$ cat config.mk
export PLATFORM = sky130hd
export DESIGN_NAME = reg_scoreboard
export DESIGN_NICKNAME = d
export VERILOG_FILES = /design/src/rtl/reg_scoreboard.sv
export SDC_FILE = /design/constraint.sdc
export NUM_CORES = 1
export LEC_CHECK = 0
export BUFFER_PORTS_ARGS = -buffer_cell sky130_fd_sc_hd__buf_2
export CAP_MARGIN = 20
export CORE_MARGIN = 2
export CORE_UTILIZATION = 55
export CTS_CLUSTER_DIAMETER = 30
export DETAILED_ROUTE_END_ITERATION = 7
export PLACE_DENSITY = 0.77
export SLEW_MARGIN = 30
export SYNTH_ARGS = -nofsm -noshare
export SYNTH_HDL_FRONTEND = slang
export SYNTH_SLANG_ARGS = --single-unit
$ cat constraint.sdc
create_clock -name clk_i -period 4.32 [get_ports clk_i]
set_clock_uncertainty 0.2 [all_clocks]
set_input_delay 0.432 -clock clk_i [delete_from_list [all_inputs] [get_ports clk_i]]
set_output_delay 0.432 -clock clk_i [all_outputs]
set_load 0.01 [all_outputs]
$ cat src/rtl/reg_scoreboard.sv
// Register-write scoreboard: tracks in-flight destination writes between ID
// issue and WB retire, and stalls ID on load-use and pending-count overflow.
module reg_scoreboard #(
   parameter int NUM_REGS = 32,
   parameter int CNT_W    = 2
) (
   input  logic                clk_i,
   input  logic                rst_i,
   input  logic                id_valid_i,
   input  logic [4:0]          id_rs1_i,
   input  logic [4:0]          id_rs2_i,
   input  logic                id_use_rs1_i,
   input  logic                id_use_rs2_i,
   input  logic                id_regwrite_i,
   input  logic [4:0]          id_rd_i,
   input  logic                id_is_load_i,
   input  logic                flush_i,
   input  logic                ld_done_i,
   input  logic [4:0]          ld_rd_i,
   input  logic                wb_regwrite_i,
   input  logic [4:0]          wb_rd_i,
   output logic                id_stall_o,
   output logic [NUM_REGS-1:0] pending_o,
   output logic                busy_o,
   output logic                err_o
);

   localparam logic [CNT_W-1:0] MAX_PEND = '1;

   logic [CNT_W-1:0]    r_cnt [NUM_REGS];
   logic [NUM_REGS-1:0] r_late;
   logic                r_err;

   logic [CNT_W-1:0]    w_cnt_nxt [NUM_REGS];
   logic [NUM_REGS-1:0] w_late_nxt;
   logic                w_err_nxt;

   logic w_hz_src1, w_hz_src2, w_hz_ovf;
   logic w_issue, w_retire;

   // A late (load) producer blocks a reader unless its data arrives this cycle.
   assign w_hz_src1 = id_use_rs1_i && (id_rs1_i != 5'd0) && (r_cnt[id_rs1_i] != '0)
                      && r_late[id_rs1_i] && !(ld_done_i && (ld_rd_i == id_rs1_i));
   assign w_hz_src2 = id_use_rs2_i && (id_rs2_i != 5'd0) && (r_cnt[id_rs2_i] != '0)
                      && r_late[id_rs2_i] && !(ld_done_i && (ld_rd_i == id_rs2_i));

   // A saturated counter may still accept an issue when a retire frees a slot.
   assign w_retire  = wb_regwrite_i && (wb_rd_i != 5'd0);
   assign w_hz_ovf  = id_regwrite_i && (id_rd_i != 5'd0) && (r_cnt[id_rd_i] == MAX_PEND)
                      && !(w_retire && (wb_rd_i == id_rd_i));

   assign id_stall_o = id_valid_i && (w_hz_src1 || w_hz_src2 || w_hz_ovf);
   assign w_issue    = id_valid_i && !id_stall_o && !flush_i && id_regwrite_i
                       && (id_rd_i != 5'd0);

   // Per-register next count, producer latency flag and sticky underflow error.
   always_comb begin
      logic v_inc;
      logic v_dec;
      w_err_nxt  = r_err;
      w_late_nxt = r_late;
      v_inc      = 1'b0;
      v_dec      = 1'b0;
      for (int r = 0; r < NUM_REGS; r++) begin
         w_cnt_nxt[r] = r_cnt[r];
         if (r == 0) begin
            w_cnt_nxt[r]  = '0;
            w_late_nxt[r] = 1'b0;
         end else begin
            v_inc = w_issue  && (id_rd_i == 5'(r));
            v_dec = w_retire && (wb_rd_i == 5'(r));
            if (v_dec && (r_cnt[r] == '0))
               w_err_nxt = 1'b1;
            if (v_inc && !v_dec)
               w_cnt_nxt[r] = r_cnt[r] + 1'b1;
            else if (v_dec && !v_inc && (r_cnt[r] != '0))
               w_cnt_nxt[r] = r_cnt[r] - 1'b1;
            if (v_inc)
               w_late_nxt[r] = id_is_load_i;
            else if (ld_done_i && (ld_rd_i == 5'(r)))
               w_late_nxt[r] = 1'b0;
            else if (w_cnt_nxt[r] == '0)
               w_late_nxt[r] = 1'b0;
         end
      end
   end

   // Scoreboard state register with synchronous active-low reset.
   always_ff @(posedge clk_i) begin
      if (!rst_i) begin
         for (int r = 0; r < NUM_REGS; r++)
            r_cnt[r] <= '0;
         r_late <= '0;
         r_err  <= 1'b0;
      end else begin
         for (int r = 0; r < NUM_REGS; r++)
            r_cnt[r] <= w_cnt_nxt[r];
         r_late <= w_late_nxt;
         r_err  <= w_err_nxt;
      end
   end

   // Pending map decoded from the registered counters.
   always_comb begin
      pending_o = '0;
      for (int r = 1; r < NUM_REGS; r++)
         pending_o[r] = (r_cnt[r] != '0);
   end

   assign busy_o = |pending_o;
   assign err_o  = r_err;

endmodule

# ---- Word-level counts from Yosys, hierarchy flattened
# Memory sizes are Yosys's and may differ from the RTL's.
# Cells that the tools add are included.
dict set report word_totals {
  regBits 33
  mem_bits_rw 64
  input_bits 35
  out_inout_bits 35
  wordCells 889
  memories 1
}
dict set report op_classes {
  add_sub_neg 62
  n_lt_le_gt_ge 2
  n_eq_ne 97
  muxes 224
  bitwise_logic 32
  n_reduce_logical 438
}
# name words width rd rd_ports_with_merged_regs wr line
set memory_table {}
lappend memory_table {r_cnt 32 2 34 0 32 30} ;# logic [CNT_W-1:0] r_cnt [NUM_REGS];
# cell count
set ops {}
lappend ops {{5-bit equality test, second input constant} 48}
lappend ops {{1-bit logical AND} 237}
lappend ops {{2-bit two-way mux} 94}
lappend ops {{1-bit two-way mux} 128}
lappend ops {{2-bit logical NOT} 62}
lappend ops {{5-bit by 4-bit equality test with 1-bit output, second input constant} 24}
lappend ops {{3-bit nonzero test} 31}
lappend ops {{1-bit logical NOT} 67}
lappend ops {{2-bit nonzero test} 33}
lappend ops {{2-bit by 1-bit adder with 2-bit output, second input constant} 31}
lappend ops {{2-bit by 1-bit subtractor with 2-bit output, second input constant} 31}
lappend ops {{5-bit by 3-bit equality test with 1-bit output, second input constant} 12}
lappend ops {{1-bit OR} 32}
lappend ops {{31-bit nonzero test} 1}
lappend ops {{31-bit OR reduction} 1}
lappend ops {{5-bit by 2-bit equality test with 1-bit output, second input constant} 6}
lappend ops {{5-bit nonzero test} 4}
lappend ops {{5-bit by 1-bit equality test with 1-bit output, second input constant} 3}
lappend ops {{5-bit equality test} 3}
lappend ops {{5-bit by 6-bit less-than comparator with 1-bit output, second input constant} 2}
lappend ops {{1-bit binary-select mux with 5-bit select} 2}
lappend ops {{2-bit equality test, second input constant} 1}
lappend ops {{1-bit logical OR} 2}

# ---- Logic depth before layout (Yosys ltp)
# Gate-level depths: netlist of the first run.
dict set report depth {
  word_depth 35
  depth_mapped 13
  mapped_depth_nobuf 10
}

# ---- Worst setup path after synthesis of the first run
# OpenSTA, ideal clock, no wires.
dict set report synth_timing {
  kind {input-to-reg}
  start {input port id_rs1_i[0]}
  end {memory r_cnt[5][1]}
  setup_time_ps 134
  arrival_time_ps 3000
  required_time_ps 3986
  slack_ps 986
  path_stages 10
  path_buffers 2
  path_cell_list {buf_6 mux4_2 nand2_1 nor2_1 or4b_4 a32oi_4 nand4_4 buf_6 a2111oi_0 nor4_1}
}
# element line
set synth_lines {}
lappend synth_lines {{start: declaration} 10} ;# input logic [4:0] id_rs1_i,
lappend synth_lines {{end: declaration} 30}

==> flow_summary.json, run 1 <==
{
  "postLayoutCoreUtil_pct": 59.7,
  "slew-limit-headroom_pct": 39.0,
  "finalSetupViolations": 0,
  "required_ns": 3.69,
  "coreArea_um2": 16400,
  "cellPowerDensity_nw_per_um2": 295,
  "slew_violations": 0,
  "final.setup.tns_ns": 0,
  "gr-total-overflow": 0,
  "clockBufferDepth": 2,
  "crit_arrival_ns": 3.31,
  "fill_cells": 1574,
  "syn_area_per_cell_um2": 7.16,
  "cp-end-kind": "output pin",
  "hold_path.class": "reg -> reg",
  "post-route-period-util_pct": 91.3,
  "die_w_um": 133,
  "cts.clk_slew.worst_paths_ns": 0.08,
  "cts_setup_buffers": 0,
  "hold_viol_final": 0,
  "top_usage_layer": "met2",
  "htreeDepth": 3,
  "tightestPinTransition_ns": 0.913,
  "wl_per_cell_um": 23.7,
  "met2_usage_pct": 56.4,
  "fin_nets": 1343,
  "synth_ff_type": "dfxtp_1",
  "fp-row-count": 47,
  "root_buffer": "clkbuf_16",
  "synth_edf_count": 0,
  "dp.cells": 1486,
  "cts_sinks": 94,
  "status": "finished, final reports clean",
  "gp_congestion": 1.00,
  "vias_per_cell": 7.35,
  "finalWorstSetupSlack_ns": 0.377,
  "die_area_um2": 17700,
  "drcViolationCount": 0,
  "multi_input_area_um2": 6460,
  "synthArstFlopShare_pct": 0,
  "cts_tree": "done",
  "die_h_um": 133,
  "place_area_um2": 9470,
  "hp-start": "r_late[8]",
  "synth_area_um2": 9140,
  "fin_crit_ns": 3.94,
  "seq_area_um2": 1880,
  "maxCapViolCount": 0,
  "syn-num-nets": 1342,
  "insertion_delay_ns": 0.37,
  "hpwl_um": 25600,
  "synthCells": 1276,
  "p_leak_nw": 3.33,
  "synth-seq-cells": 94,
  "max-vdd-ir-drop_mv": 0.198,
  "vias": 11000,
  "port_buffers": 68,
  "pre_cts_ws_ns": 0.426,
  "synth_warnings": 0,
  "antenna_cells": 0,
  "postRouteAntennaNets": 0,
  "cp-start-kind": "flop",
  "crit_fanout": 9,
  "holdBufCountCts": 0,
  "ys_seq_area_share_pct": 20.6,
  "worst_hold_slack_ns": 0.387,
  "critical_path_class": "reg -> out",
  "layout-drive-gt1-share_pct": 12.0,
  "max_freq_ghz": 0.254,
  "grt_usage_pct": 39.8,
  "critical_path.startpoint": "r_cnt[10][0]",
  "ios": 70,
  "grt_pass1_wl_um": 55100,
  "power.total_mw": 2.89,
  "synth_cell_types": 60,
  "numCtsBuffers": 9,
  "grt_max_degree": 66,
  "initial_core_util_pct": 55.7,
  "use_met1_pct": 54.8,
  "reg2reg_slack_ns": 0.56,
  "wirelength_um": 35600,
  "drt-initial-drc-count": 2053,
  "design_area_um2": 9800,
  "grtUsageMet3_pct": 11.3,
  "antenna_found_initial": 1,
  "grt_pass1_vias": 9755,
  "syn_to_final_growth_pct": 7.31,
  "dr.pass1.iters": 7,
  "ctsResizeCount": 0,
  "rsz0062_at_grt": "no",
  "fin_cells": 1502,
  "timing.rr.start": "r_cnt[10][0]"
}
## state kept, by name (all words and copies together), names as in the netlist
signal	count
err_o	1
r_late	31
r_cnt	62
## per-layer routing
layer  wire length (µm)  up-vias
met5                  0        -
met4               1870        0
met3               5620      154
met2              14500      909
met1              13700     5094
li1                   -     4887
## placed cells by master (no fill, tap or decap), drive strengths merged, types with 34 or more instances in the layout
cell type,instances
o21ai,123
nor2,105
inv,103
nor3,101
dfxtp,94
nand2,86
buf,84
nand3,80
nor4,68
o22ai,36
or3,34
a21oi,34
## critical path, cell delays in order, from the launching register on
cell and delay, ns:
dfxtp_1 0.38, o21ai_0 0.60, mux4_2 0.37, nor2_1 0.04, or4b_4 0.53, a32oi_4 0.21
buf_4 0.30, nand3b_1 0.18, and2_1 0.19, buf_2 0.13
## cells in the mapped netlist (14+ instances only)
| cell | count | share of area [%] |
|---|---|---|
| a2111oi_0 | 31 | 3.0 |
| a211o_1 | 31 | 3.0 |
| a21oi_1 | 34 | 1.9 |
| a311oi_1 | 31 | 3.0 |
| clkbuf_1 | 78 | 3.2 |
| dfxtp_1 | 94 | 21 |
| ha_1 | 31 | 4.2 |
| inv_1 | 101 | 4.2 |
| mux4_2 | 21 | 5.2 |
| nand2_1 | 86 | 3.5 |
| nand2b_1 | 16 | 1.1 |
| nand3_1 | 76 | 4.2 |
| nand4_1 | 15 | 1.0 |
| nor2_1 | 105 | 4.3 |
| nor3_1 | 101 | 5.5 |
| nor4_1 | 68 | 4.7 |
| o21ai_0 | 123 | 6.7 |
| o221a_2 | 15 | 1.8 |
| o22ai_1 | 36 | 2.5 |
| o311a_1 | 14 | 1.5 |
| or3_1 | 34 | 2.3 |
## report_power, final
part | switching [mW] | internal, mW | total [mW]
Sequential | 0.106 | 0.918 | 1.02
Clock | 0.412 | 0.517 | 0.930
Combinational | 0.587 | 0.353 | 0.940
Total | 1.11 | 1.79 | 2.89
## cell families after synthesis
group / after synthesis / share of synthesized area (%)
other: 1 / 0.0411
AOI/OAI and AO/OA: 368 / 28.2
DFF: 94 / 20.6
buffers and inverters: 198 / 8.66
adders and majority gates: 31 / 4.25
muxes: 30 / 6.18
xor gates and xnor gates: 15 / 1.44
and+or+nand+nor: 539 / 30.6
## area by class of cell
type / count / share of cell area (%)
clock inverters: 7 / 1.08
inverters: 104 / 3.99
repair buffers: 84 / 4.70
clock buffers: 9 / 2.30
well taps: 220 / 2.81
flip-flops and latches: 94 / 19.2
multi-input cells: 984 / 65.9
## final timing paths
path,to,cells after the start
min,r_late[8],4
max reg2reg,r_cnt[13][1],9
max,id_stall_o,9
min reg2reg,r_late[8],4
Note: power is estimated with default switching activity, not from simulation.
==> inputs of run 2 (changes only) <==
- PLACE_DENSITY: 0.77 -> not set
- PLACE_DENSITY_LB_ADDON: not set -> 0.15
==> run 2 against run 1 <==
First-iteration DRC count fell by 7.3%; global-route usage decreased by 0.83 points; sequential power is essentially flat; worst setup slack improved by 0.082 ns; routed wire length shrank 1.0%; clock power about the same; non-clock buffer count did not move; critical path depth unchanged.
==> flow_summary.json, run 2 (synthesis gave the netlist of run 1 again) <==
{
  "hpwl_um": 25600,
  "cp-end-kind": "output pin",
  "pre_cts_ws_ns": 0.489,
  "ctsResizeCount": 0,
  "root_buffer": "clkbuf_16",
  "wl_per_cell_um": 23.5,
  "hold_path.class": "reg -> reg",
  "slew_violations": 0,
  "die_h_um": 133,
  "drcViolationCount": 0,
  "dr.pass1.iters": 7,
  "syn_to_final_growth_pct": 7.34,
  "postLayoutCoreUtil_pct": 59.8,
  "cts_tree": "done",
  "die_w_um": 133,
  "initial_core_util_pct": 55.7,
  "holdBufCountCts": 0,
  "numCtsBuffers": 9,
  "fill_cells": 1558,
  "hold_end": "r_late[11]",
  "fin_crit_ns": 3.86,
  "vias": 10900,
  "grt_max_degree": 83,
  "port_buffers": 68,
  "wirelength_um": 35300,
  "hold_viol_final": 0,
  "fin_cells": 1502,
  "fin_nets": 1343,
  "critical_path_class": "reg -> out",
  "antenna_found_initial": 0,
  "final_cell_mix": "123 x o21ai_0, 105 x nor2_1, 101 x nor3_1, 100 x inv_1, 94 x dfxtp_1",
  "postRouteAntennaNets": 0,
  "timing.rr.start": "r_cnt[10][0]",
  "insertion_delay_ns": 0.37,
  "p_leak_nw": 3.33,
  "cts_setup_buffers": 0,
  "fp-row-count": 47,
  "max_freq_ghz": 0.259,
  "finalSetupViolations": 0,
  "cts.clk_slew.worst_paths_ns": 0.07,
  "crit_fanout": 9,
  "rsz0062_at_grt": "no",
  "coreArea_um2": 16400,
  "vias_per_cell": 7.24,
  "finalWorstSetupSlack_ns": 0.459,
  "final_common_cell": "o21ai_0",
  "reg2reg_slack_ns": 0.57,
  "clockBufferDepth": 2,
  "max-vdd-ir-drop_mv": 0.202,
  "holdPathStages": 4,
  "cellPowerDensity_nw_per_um2": 294,
  "gr-total-overflow": 0,
  "required_ns": 3.69,
  "antenna_cells": 0,
  "power.total_mw": 2.88,
  "slew-limit-headroom_pct": 28.2,
  "layout-drive-gt1-share_pct": 12.0,
  "tightestPinTransition_ns": 1.07,
  "grt_pass1_vias": 9399,
  "htreeDepth": 3,
  "final.setup.tns_ns": 0,
  "crit_arrival_ns": 3.23,
  "largest_register_ffs": 62,
  "drt-initial-drc-count": 1903,
  "maxCapViolCount": 0,
  "dp.cells": 1486,
  "cp-start-kind": "flop",
  "place_area_um2": 9470,
  "r2r_cells": 9,
  "post-route-period-util_pct": 89.4,
  "cts_sinks": 94,
  "grt_usage_pct": 38.9,
  "top_register": "r_cnt",
  "hp-start": "r_late[11]",
  "ios": 70,
  "die_area_um2": 17700,
  "r2r-end": "r_cnt[1][1]",
  "worst_hold_slack_ns": 0.378,
  "design_area_um2": 9810,
  "status": "finished, final reports clean",
  "grt_pass1_wl_um": 53900,
  "gp_congestion": 1.06
}
-- run 2: cell types whose count changed in the layout (fill, tap and decap cells not counted), sizes merged --
cell	before	now
clkinvlp	2	1
clkbuf	9	10
-- run 2: where the power goes --
group          switching, mW  internal, mW
Clock                  0.399         0.528
Combinational          0.579         0.353
Sequential             0.105         0.918
-- run 2: how the worst max path moves through the flow --
stage,from,to,depth (start not counted),slack (ns)
after floorplan,id_rs1_i[0],r_cnt[5][1],10,0.99
after global placement,id_rs1_i[1],r_cnt[8][1],10,0.56
after detailed placement,id_rs1_i[1],r_cnt[12][1],10,0.49
after CTS,r_cnt[10][0],id_stall_o,9,0.54
after global routing,r_cnt[10][0],id_stall_o,9,0.34
final,r_cnt[10][0],id_stall_o,9,0.46
-- run 2: worst max-delay path, stage by stage, from the launching register on --
cell	delay [ns]
dfxtp_1	0.38
o21ai_0	0.58
mux4_2	0.35
nor2_1	0.04
or4b_4	0.53
a32oi_4	0.22
buf_4	0.29
nand3b_1	0.16
and2_1	0.18
buf_2	0.13
-- run 2: area by class of cell --
class	instances	area, µm²	share of cell area, %
clock buffer	10	239	2.44
clock inverter	6	93.8	0.957
inverter	104	393	4.01
multi-input combinational	984	6460	65.9
sequential	94	1880	19.2
tap	220	275	2.81
timing repair buffer	84	460	4.70
-- run 2: metal layers --
layer	wire, µm	GRT usage (%)	part of all wire [%]
met1	14200	55.8	40
met2	14100	54.1	40
met3	5030	10.4	14
met4	1900	17.8	5.4
met5	0	0	0
